`src/rtl/demux_1x3_buf.sv`:
```
// Registered 1:3 demux: one input word steered to one of three one-entry output slots.
// Latency: an accepted word appears on its slot one clock after the accept edge.
// Backpressure: in_ready drops only when the targeted slot is full and its consumer is not draining it.
module demux_1x3_buf #(
  parameter int DATA_WIDTH  = 16,
  parameter int COUNT_WIDTH = 8
) (
  input  logic                   clk,
  input  logic                   reset,
  input  logic [DATA_WIDTH-1:0]  demux_in,
  input  logic [1:0]             select_1x3,
  input  logic                   in_valid,
  output logic                   in_ready,
  output logic [DATA_WIDTH-1:0]  out_00,
  output logic [DATA_WIDTH-1:0]  out_01,
  output logic [DATA_WIDTH-1:0]  out_10,
  output logic                   out_valid_00,
  output logic                   out_valid_01,
  output logic                   out_valid_10,
  input  logic                   out_ready_00,
  input  logic                   out_ready_01,
  input  logic                   out_ready_10,
  output logic [COUNT_WIDTH-1:0] count_00,
  output logic [COUNT_WIDTH-1:0] count_01,
  output logic [COUNT_WIDTH-1:0] count_10
);

  localparam logic [COUNT_WIDTH-1:0] CNT_MAX = {COUNT_WIDTH{1'b1}};

  // Slot state kept as unpacked arrays so each slot's register has a single driving block.
  logic                   slot_vld [3];
  logic [DATA_WIDTH-1:0]  slot_dat [3];
  logic [COUNT_WIDTH-1:0] slot_cnt [3];
  logic                   slot_rdy [3];
  logic                   tgt      [3];
  logic                   tgt_vld;
  logic                   tgt_rdy;
  logic                   accept;

  assign slot_rdy[0] = out_ready_00;
  assign slot_rdy[1] = out_ready_01;
  assign slot_rdy[2] = out_ready_10;

  // Decode select with the same priority as the 3:1 selectors: bit 1 wins, 10 and 11 both hit slot 10.
  always_comb begin
    tgt[0]  = 1'b0;
    tgt[1]  = 1'b0;
    tgt[2]  = 1'b0;
    tgt_vld = 1'b0;
    tgt_rdy = 1'b0;
    if (select_1x3[1]) begin
      tgt[2]  = 1'b1;
      tgt_vld = slot_vld[2];
      tgt_rdy = slot_rdy[2];
    end else if (select_1x3[0]) begin
      tgt[1]  = 1'b1;
      tgt_vld = slot_vld[1];
      tgt_rdy = slot_rdy[1];
    end else begin
      tgt[0]  = 1'b1;
      tgt_vld = slot_vld[0];
      tgt_rdy = slot_rdy[0];
    end
  end

  // A full slot still accepts when its consumer drains it on the same edge, giving 1 word/cycle per slot.
  assign in_ready = !reset && (!tgt_vld || tgt_rdy);
  assign accept   = in_valid && in_ready;

  for (genvar k = 0; k < 3; k++) begin : g_slot
    // One-entry holding register: a load beats a simultaneous drain; data holds once drained.
    always_ff @(posedge clk) begin
      if (reset) begin
        slot_vld[k] <= 1'b0;
        slot_dat[k] <= '0;
        slot_cnt[k] <= '0;
      end else if (accept && tgt[k]) begin
        slot_vld[k] <= 1'b1;
        slot_dat[k] <= demux_in;
        slot_cnt[k] <= (slot_cnt[k] == CNT_MAX) ? slot_cnt[k] : slot_cnt[k] + 1'b1;
      end else if (slot_vld[k] && slot_rdy[k]) begin
        slot_vld[k] <= 1'b0;
      end
    end
  end

  assign out_00       = slot_dat[0];
  assign out_01       = slot_dat[1];
  assign out_10       = slot_dat[2];
  assign out_valid_00 = slot_vld[0];
  assign out_valid_01 = slot_vld[1];
  assign out_valid_10 = slot_vld[2];
  assign count_00     = slot_cnt[0];
  assign count_01     = slot_cnt[1];
  assign count_10     = slot_cnt[2];

endmodule

```
`config.mk`:
```
export PLATFORM = sky130hd
export DESIGN_NAME = demux_1x3_buf
export DESIGN_NICKNAME = d
export VERILOG_FILES = /design/src/rtl/demux_1x3_buf.sv
export SDC_FILE = /design/constraint.sdc
export NUM_CORES = 1
export LEC_CHECK = 0
export BUFFER_PORTS_ARGS = -buffer_cell sky130_fd_sc_hd__buf_2
export CAP_MARGIN = 10
export CELL_PAD_IN_SITES_DETAIL_PLACEMENT = 1
export CELL_PAD_IN_SITES_GLOBAL_PLACEMENT = 1
export CORE_MARGIN = 1.5
export CORE_UTILIZATION = 35
export CTS_CLUSTER_DIAMETER = 30
export DETAILED_ROUTE_END_ITERATION = 7
export PLACE_DENSITY = 0.81
export SYNTH_ARGS = -nofsm -noshare
export SYNTH_HDL_FRONTEND = slang
export SYNTH_SLANG_ARGS = --single-unit
```
`constraint.sdc`:
```
create_clock -name clk -period 5 [get_ports clk]
set_input_delay 0.75 -clock clk [delete_from_list [all_inputs] [get_ports clk]]
set_output_delay 0.75 -clock clk [all_outputs]
set_load 0.01 [all_outputs]
```
==> results of run 1 <==
==> logic make-up (layout without fill, tap and decap cells) <==
group                    count (synthesis)  after routing  share of synthesized area
AO/OA/AOI/OAI                           27             27                     0.0492
flip-flops                              75             75                      0.702
AND/OR/NAND/NOR                        105            105                      0.190
adder cells (fa/ha/maj)                  3              3                     0.0117
XOR/XNOR                                 9              9                     0.0246
buffers and inverters                   13            122                     0.0222
==> Yosys cell counts (all sizes together) <==
cell type  instances
a211o              2
a211oi             1
a21oi             11
and2              51
buf                4
clkbuf             2
clkinv             1
edfxtp            75
ha                 3
inv                6
nand2              6
nand2b             4
nand3             10
nand3b             1
nand4              2
nand4bb            1
nor2              12
nor2b              2
nor3               3
nor3b              1
o21ai              8
o21bai             4
o31ai              1
or3                9
or3b               2
or4                1
xnor2              5
xor2               4
==> flip-flops by register name, indices dropped and copies added, names as in the netlist <==
name	cells
slot_vld	3
slot_cnt	24
slot_dat	48
==> power breakdown <==
| group | internal, W | leakage (nW) | switching (W) |
|---|---|---|---|
| Sequential | 0.000729 | 0.779 | 0.0000201 |
| Clock | 0.000330 | 0.119 | 0.000225 |
| Combinational | 0.0000439 | 0.773 | 0.0000699 |
==> final timing paths <==
path / from / endpoint / slack (ps) / cells past startpoint
worst max-delay path: reset / slot_dat[0][3] / 2500 / 4
worst min-delay path: slot_cnt[1][0] / slot_cnt[1][0] / 670 / 1
worst max register to register: slot_vld[2] / slot_dat[2][14] / 2730 / 3
worst min register to register: slot_cnt[1][0] / slot_cnt[1][0] / 670 / 1
==> layout make-up <==
class	count	area [um^2]
Clock buffer	9	124
Inverter	7	31.3
Multi-Input combinational cell	144	883
Fill cell	955	4770
Clock inverter	7	116
Tap cell	108	135
Sequential cell	75	2250
Timing Repair Buffer	99	495
==> worst register-to-register path, delay by kind of cell (launching register included) <==
family	cells	cell delay [ps]
DFF	1	420
and+or+nand+nor	3	1460
==> through the flow <==
stage	total power, W	setup WS, ps	hold WS, ps
floorplan	0.000815	2610	658
global placement	0.000874	2160	647
detailed placement	0.000879	2120	654
CTS	0.00143	2490	670
global route	0.00147	2400	684
finish	0.00142	2500	666
==> per-layer routing <==
layer,part of all wire,vias up,global-route usage,routed length (um)
met5,0,-,0,0
met4,0.019,0,0.0593,138
met3,0.056,10,0.0511,415
met2,0.51,66,0.272,3780
met1,0.41,1060,0.199,3070
li1,-,1044,-,-
==> flow_summary.json, run 1 <==
{
  "status": "complete, but fails checks",
  "violations": "DRC",
  "synth_top_area_cell": "edfxtp_1",
  "place_inst": 433,
  "gr-total-overflow": 0,
  "start_util": 0.364,
  "leakage_nw": 1.67,
  "cts_setup_buffers": 0,
  "ys_seq_area_frac": 0.702,
  "cts.path.max_buffers": 2,
  "antenna_found_initial": 0,
  "dpl_cell_area_um2": 3800,
  "grt_pass1_vias": 2271,
  "final_cell_mix": "99 x buf_2, 75 x edfxtp_1, 51 x and2_1",
  "hold_viol": 0,
  "post-route-cell-area_um2": 4040,
  "slowest_stage": "nand2b_1",
  "path_max_fanout": 16,
  "drive_above_1_share": 0.343,
  "setup_viol": 0,
  "die_h_um": 98.7,
  "root_buffer": "clkbuf_8",
  "synth_area_leaders": "edfxtp_1 70%, and2_1 9.9%, or3_1 1.8%",
  "crit_buf_inv": 1,
  "drtIter0Drc": 76,
  "hp-class": "reg2reg",
  "viasPerCell": 4.86,
  "grt_max_degree": 20,
  "synthesis.nets": 259,
  "rsz0062_at_grt": "no",
  "crit_chain": "buf_2 -> or3b_1 -> or3_1 -> nand2b_1",
  "cts_tree": "built",
  "diodes": 0,
  "tns_ps": 0,
  "postSynthAreaPerCell_um2": 13.8,
  "synth_top_area_frac": 0.702,
  "die_area_um2": 9750,
  "critical-path-top-delay-family": "simple AND/OR/NAND/NOR gates",
  "relSlewSlack": 0.367,
  "tightestPinTransition_ps": 949,
  "yosysWarnings": 0,
  "period_share": 0.501,
  "grt_use_total": 0.163,
  "syn_to_final_growth_pct": 25.9,
  "numCtsBuffers": 9,
  "clkLatencyLatePin_ps": 350,
  "htree_levels": 3,
  "pin_count": 100,
  "ys_seq_elements": 75,
  "hpwl_mm": 5.30,
  "routed-via-count": 2180,
  "core_area_um2": 8810,
  "rows": 34,
  "cts_num_sinks": 75,
  "netlist_area_um2": 3210,
  "required_ps": 4970,
  "drt_first_pass_iters": 6,
  "critPathCaptureType": "flop",
  "place_congestion": 0.778,
  "max_cap_violations": 0,
  "grt_pass1_wl_mm": 11.9,
  "postSynthCellCount": 232,
  "clk_pin_slew_ps": 80,
  "num-nets-final": 363,
  "max_stage_delay_ps": 690,
  "crit_type": "in2reg",
  "min_period_ps": 2500,
  "synth_cell_type_count": 30,
  "finalMaxSlewViolations": 0,
  "final_cells": 449,
  "ant_nets": 0,
  "p_per_area_nw_per_um2": 351,
  "drc": 4,
  "cp-start-kind": "primary input",
  "wire_per_inst_um": 16.5,
  "ctsResizeCount": 0,
  "die_width_um": 98.7,
  "finalClockSkew_ps": 9.90,
  "portBuffers": 99,
  "holdBufCountCts": 0,
  "postLayoutCoreUtil": 0.459,
  "arrival_ps": 2470,
  "final_common_cell": "buf_2",
  "fmax_ghz": 0.399,
  "ir_drop_uv": 159,
  "routed_wl_mm": 7.41
}
Power figures use the tool's default switching activity.
==> run 2: changes to the inputs <==
==> constraint.sdc (replaced) <==
create_clock -name clk -period 2.4 [get_ports clk]
set_input_delay 0.36 -clock clk [delete_from_list [all_inputs] [get_ports clk]]
set_output_delay 0.36 -clock clk [all_outputs]
set_load 0.01 [all_outputs]
==> flow_summary.json, run 2 (synthesized netlist as in run 1, its figures left out) <==
{
  "dpl_cell_area_um2": 3870,
  "numCtsBuffers": 9,
  "min_period_ps": 1940,
  "drive_above_1_share": 0.356,
  "final_common_cell": "buf_2",
  "critPathCaptureType": "output pin",
  "holdBufCountCts": 0,
  "place_congestion": 0.749,
  "path_max_fanout": 4,
  "viasPerCell": 4.87,
  "tns_ps": 0,
  "die_area_um2": 9750,
  "cts_tree": "built",
  "cts.path.max_buffers": 2,
  "fmax_ghz": 0.517,
  "syn_to_final_growth_pct": 26.5,
  "dp_slack_ps": 303,
  "p_int_w": 0.00209,
  "multi_input_area_um2": 883,
  "drtIter0Drc": 87,
  "seq_power_share": 0.568,
  "num-nets-final": 373,
  "grt_pass1_wl_mm": 12.5,
  "wire_per_inst_um": 16.9,
  "place_inst": 443,
  "status": "complete, but fails checks",
  "violations": "DRC",
  "htree_levels": 3,
  "fin_ws_ps": 464,
  "fillers": 957,
  "portBuffers": 99,
  "start_util": 0.364,
  "max_cap_violations": 0,
  "gr-total-overflow": 0,
  "rows": 34,
  "final_cells": 459,
  "largest_reg_flops": 48,
  "ir_drop_uv": 340,
  "hold_viol": 0,
  "top_regs": "slot_dat (48), slot_cnt (24), slot_vld (3)",
  "setup_viol": 0,
  "antenna_found_initial": 0,
  "drt_first_pass_iters": 6,
  "final_cell_mix": "99 x buf_2, 75 x edfxtp_1, 51 x and2_1",
  "core_area_um2": 8810,
  "cts_setup_buffers": 0,
  "arrival_ps": 1580,
  "post-route-cell-area_um2": 4060,
  "p_per_area_nw_per_um2": 676,
  "clk_pin_slew_ps": 80,
  "tightestPinTransition_ps": 567,
  "routed-via-count": 2237,
  "die_h_um": 98.7,
  "pwr-share-comb": 0.093,
  "rsz0062_at_grt": "no",
  "pin_count": 100,
  "grt_use_total": 0.168,
  "die_width_um": 98.7,
  "cp-start-kind": "flop",
  "regMostFlops": "slot_dat",
  "leakage_nw": 1.69,
  "hp-class": "in2reg",
  "routed_wl_mm": 7.77,
  "ff_latch_area_um2": 2250,
  "power_frac_clock": 0.339,
  "hpwl_mm": 5.77,
  "p_switching_w": 0.000651,
  "swShare": 0.237,
  "required_ps": 2040,
  "grt_max_degree": 20,
  "clkLatencyLatePin_ps": 340,
  "crit_type": "reg2out",
  "ant_nets": 0,
  "ctsResizeCount": 0,
  "drc": 4,
  "finalMaxSlewViolations": 0,
  "grt_pass1_vias": 2422,
  "period_share": 0.807,
  "diodes": 0,
  "finalClockSkew_ps": 5.68,
  "relSlewSlack": 0.621,
  "root_buffer": "clkbuf_8",
  "cts_num_sinks": 75
}
[run 2: path summary, 6_finish.rpt]
| kind | cells after the start | slack [ps] | startpoint | endpoint |
|---|---|---|---|---|
| min | 2 | 310 | demux_in[5] | slot_dat[2][5] |
| max reg2reg | 4 | 580 | slot_vld[0] | slot_cnt[0][4] |
| max | 4 | 460 | slot_vld[0] | in_ready |
| min reg2reg | 1 | 670 | slot_cnt[2][0] | slot_cnt[2][0] |
[run 2: power groups by stage]
stage	clock network, W	registers, W	logic (W)
after global routing	0.000997	0.00157	0.000281
after CTS	0.000948	0.00156	0.000261
after floorplan	0	0.00162	0.0000801
final	0.000929	0.00156	0.000256
after global placement	0	0.00158	0.000251
after detailed placement	0	0.00159	0.000260
[run 2: final cells by class]
cell class | count | share of cell area
clock buffers | 10 | 0.0315
clock inverters | 6 | 0.0139
inverters | 7 | 0.00771
multi-input cells | 144 | 0.218
flip-flops and latches | 75 | 0.555
well taps | 108 | 0.0333
repair buffers | 109 | 0.141
[run 2: metrics by stage]
step | utilization | hold WS, ps | power (W)
floorplan | - | 558 | 0.00170
global placement | 0.440 | 611 | 0.00183
detailed placement | 0.440 | 633 | 0.00185
CTS | 0.461 | 297 | 0.00277
global route | 0.461 | 313 | 0.00285
finish | 0.461 | 310 | 0.00274
[run 2: layer usage]
layer,GRT usage,vias to the layer above,routed length (um)
met5,0,-,0
met4,0.0604,0,70
met3,0.0482,10,511
met2,0.293,67,4130
met1,0.200,1097,3060
li1,-,1063,-
[run 2: worst max-delay path: stages (launching register included)]
cell and delay (ps):
edfxtp_1 410, or3b_2 450, a21oi_1 160, a211oi_1 70, buf_2 150
==> run 3: changes to the inputs <==
--- a/config.mk
+++ b/config.mk
@@ -13,7 +13,7 @@
 export CORE_UTILIZATION = 35
 export CTS_CLUSTER_DIAMETER = 30
 export DETAILED_ROUTE_END_ITERATION = 7
-export PLACE_DENSITY = 0.81
+export PLACE_DENSITY = 0.84
 export SYNTH_ARGS = -nofsm -noshare
 export SYNTH_HDL_FRONTEND = slang
 export SYNTH_SLANG_ARGS = --single-unit
==> constraint.sdc (replaced) <==
create_clock -name clk -period 1.67 [get_ports clk]
set_input_delay 0.2505 -clock clk [delete_from_list [all_inputs] [get_ports clk]]
set_output_delay 0.2505 -clock clk [all_outputs]
set_load 0.01 [all_outputs]
==> flow_summary.json, run 3 (synthesized netlist as in run 1, its figures left out) <==
{
  "setup_viol": 1,
  "hold_viol": 0,
  "p_int_w": 0.00336,
  "hpwl_mm": 5.69,
  "grt_pass1_wl_mm": 12.9,
  "ir_drop_uv": 513,
  "die_h_um": 98.7,
  "power_frac_clock": 0.389,
  "period_share": 1.05,
  "seq_power_share": 0.514,
  "diodes": 0,
  "antenna_found_initial": 0,
  "grt_max_degree": 18,
  "fin_ws_ps": -86.6,
  "finalHoldWorstSlack_ps": 207,
  "finalMaxSlewViolations": 0,
  "fillers": 921,
  "cp-start-kind": "flop",
  "root_buffer": "clkbuf_8",
  "dp_slack_ps": -169,
  "clk_pin_slew_ps": 80,
  "rows": 34,
  "drc": 5,
  "max_cap_violations": 0,
  "top_regs": "slot_dat (48), slot_cnt (24), slot_vld (3)",
  "fmax_ghz": 0.569,
  "postLayoutCoreUtil": 0.492,
  "critPathCaptureType": "output pin",
  "drt_first_pass_iters": 6,
  "p_switching_w": 0.000979,
  "dpl_cell_area_um2": 4050,
  "cts_num_sinks": 75,
  "cts_tree": "built",
  "cts.path.max_buffers": 2,
  "die_area_um2": 9750,
  "gr-total-overflow": 0,
  "viasPerCell": 4.79,
  "crit_type": "reg2out",
  "path_max_fanout": 2,
  "rsz0062_at_grt": "yes",
  "routed_wl_mm": 7.90,
  "violations": "DRC, setup timing",
  "pwr-share-comb": 0.097,
  "grt_pass1_vias": 2488,
  "syn_to_final_growth_pct": 35.2,
  "drive_above_1_share": 0.413,
  "num-nets-final": 385,
  "finalClockSkew_ps": 11.2,
  "portBuffers": 99,
  "swShare": 0.225,
  "tns_ps": -86.6,
  "drtIter0Drc": 72,
  "core_area_um2": 8810,
  "leakage_nw": 1.81,
  "relSlewSlack": 0.761,
  "final_common_cell": "buf_2",
  "place_congestion": 0.754,
  "clkLatencyLatePin_ps": 340,
  "routed-via-count": 2254,
  "p_per_area_nw_per_um2": 1000,
  "min_period_ps": 1760,
  "largest_reg_flops": 48,
  "hp-class": "in2reg",
  "holdBufCountCts": 0,
  "die_width_um": 98.7,
  "pin_count": 100,
  "status": "complete, but fails checks",
  "start_util": 0.364,
  "grt_use_total": 0.174,
  "wire_per_inst_um": 16.8,
  "final_cell_mix": "99 x buf_2, 75 x edfxtp_1, 51 x and2_1",
  "post-route-cell-area_um2": 4340,
  "multi_input_area_um2": 938,
  "regMostFlops": "slot_dat",
  "tightestPinTransition_ps": 356,
  "ff_latch_area_um2": 2250,
  "required_ps": 1420,
  "numCtsBuffers": 9,
  "arrival_ps": 1510,
  "ant_nets": 0,
  "htree_levels": 3
}
-- run 3: metrics by stage --
stage                     cells  power (W)
after floorplan             232    0.00245
after global placement      453    0.00267
after detailed placement    453    0.00269
after CTS                   471    0.00440
after global routing        471    0.00452
final                       471    0.00434
-- run 3: worst paths after layout --
path | depth (start not counted) | start | slack (ps) | endpoint
setup / recovery | 5 | slot_vld[0] | -90 | in_ready
hold / removal | 2 | demux_in[5] | 210 | slot_dat[2][5]
setup reg to reg | 4 | slot_vld[2] | 0 | slot_cnt[2][4]
hold reg to reg | 1 | slot_vld[1] | 680 | slot_vld[1]
-- run 3: power by group through the flow --
stage	Combinational (W)	Clock, W	Sequential, W
after floorplan	0.000120	0	0.00233
after global placement	0.000400	0	0.00227
after detailed placement	0.000415	0	0.00228
after CTS	0.000427	0.00174	0.00223
after global routing	0.000464	0.00181	0.00225
final	0.000423	0.00169	0.00223
-- run 3: critical path: stages (launching register included) --
cell and delay [ps]:
edfxtp_1 370, buf_6 110, or3b_4 360, a21oi_2 130, a211oi_2 50, buf_2 150
-- run 3: cell type report --
cell class                 instances  share of cell area
clock buffer                      10              0.0294
clock inverter                     6              0.0257
inverter                           7             0.00722
multi-input combinational        144               0.216
sequential                        75               0.519
tap                              108              0.0312
timing repair buffer             121               0.171
-- run 3: layer usage --
layer | vias up | global-route usage | wire (um)
met5 | - | 0 | 0
met3 | 6 | 0.0369 | 358
met4 | 0 | 0.0626 | 72
li1 | 1086 | - | -
met2 | 55 | 0.307 | 4180
met1 | 1107 | 0.210 | 3290
-- run 3: what timing repair did --
| action | in CTS | in global routing |
|---|---|---|
| endpoints found under the hold margin | 0 | 0 |
| gates cloned | 0 | 0 |
| pin swaps | 4 | 0 |
| gates resized for setup | 5 | 4 |
| buffers inserted | 2 | 0 |
| endpoints found under the setup margin | 9 | 50 |
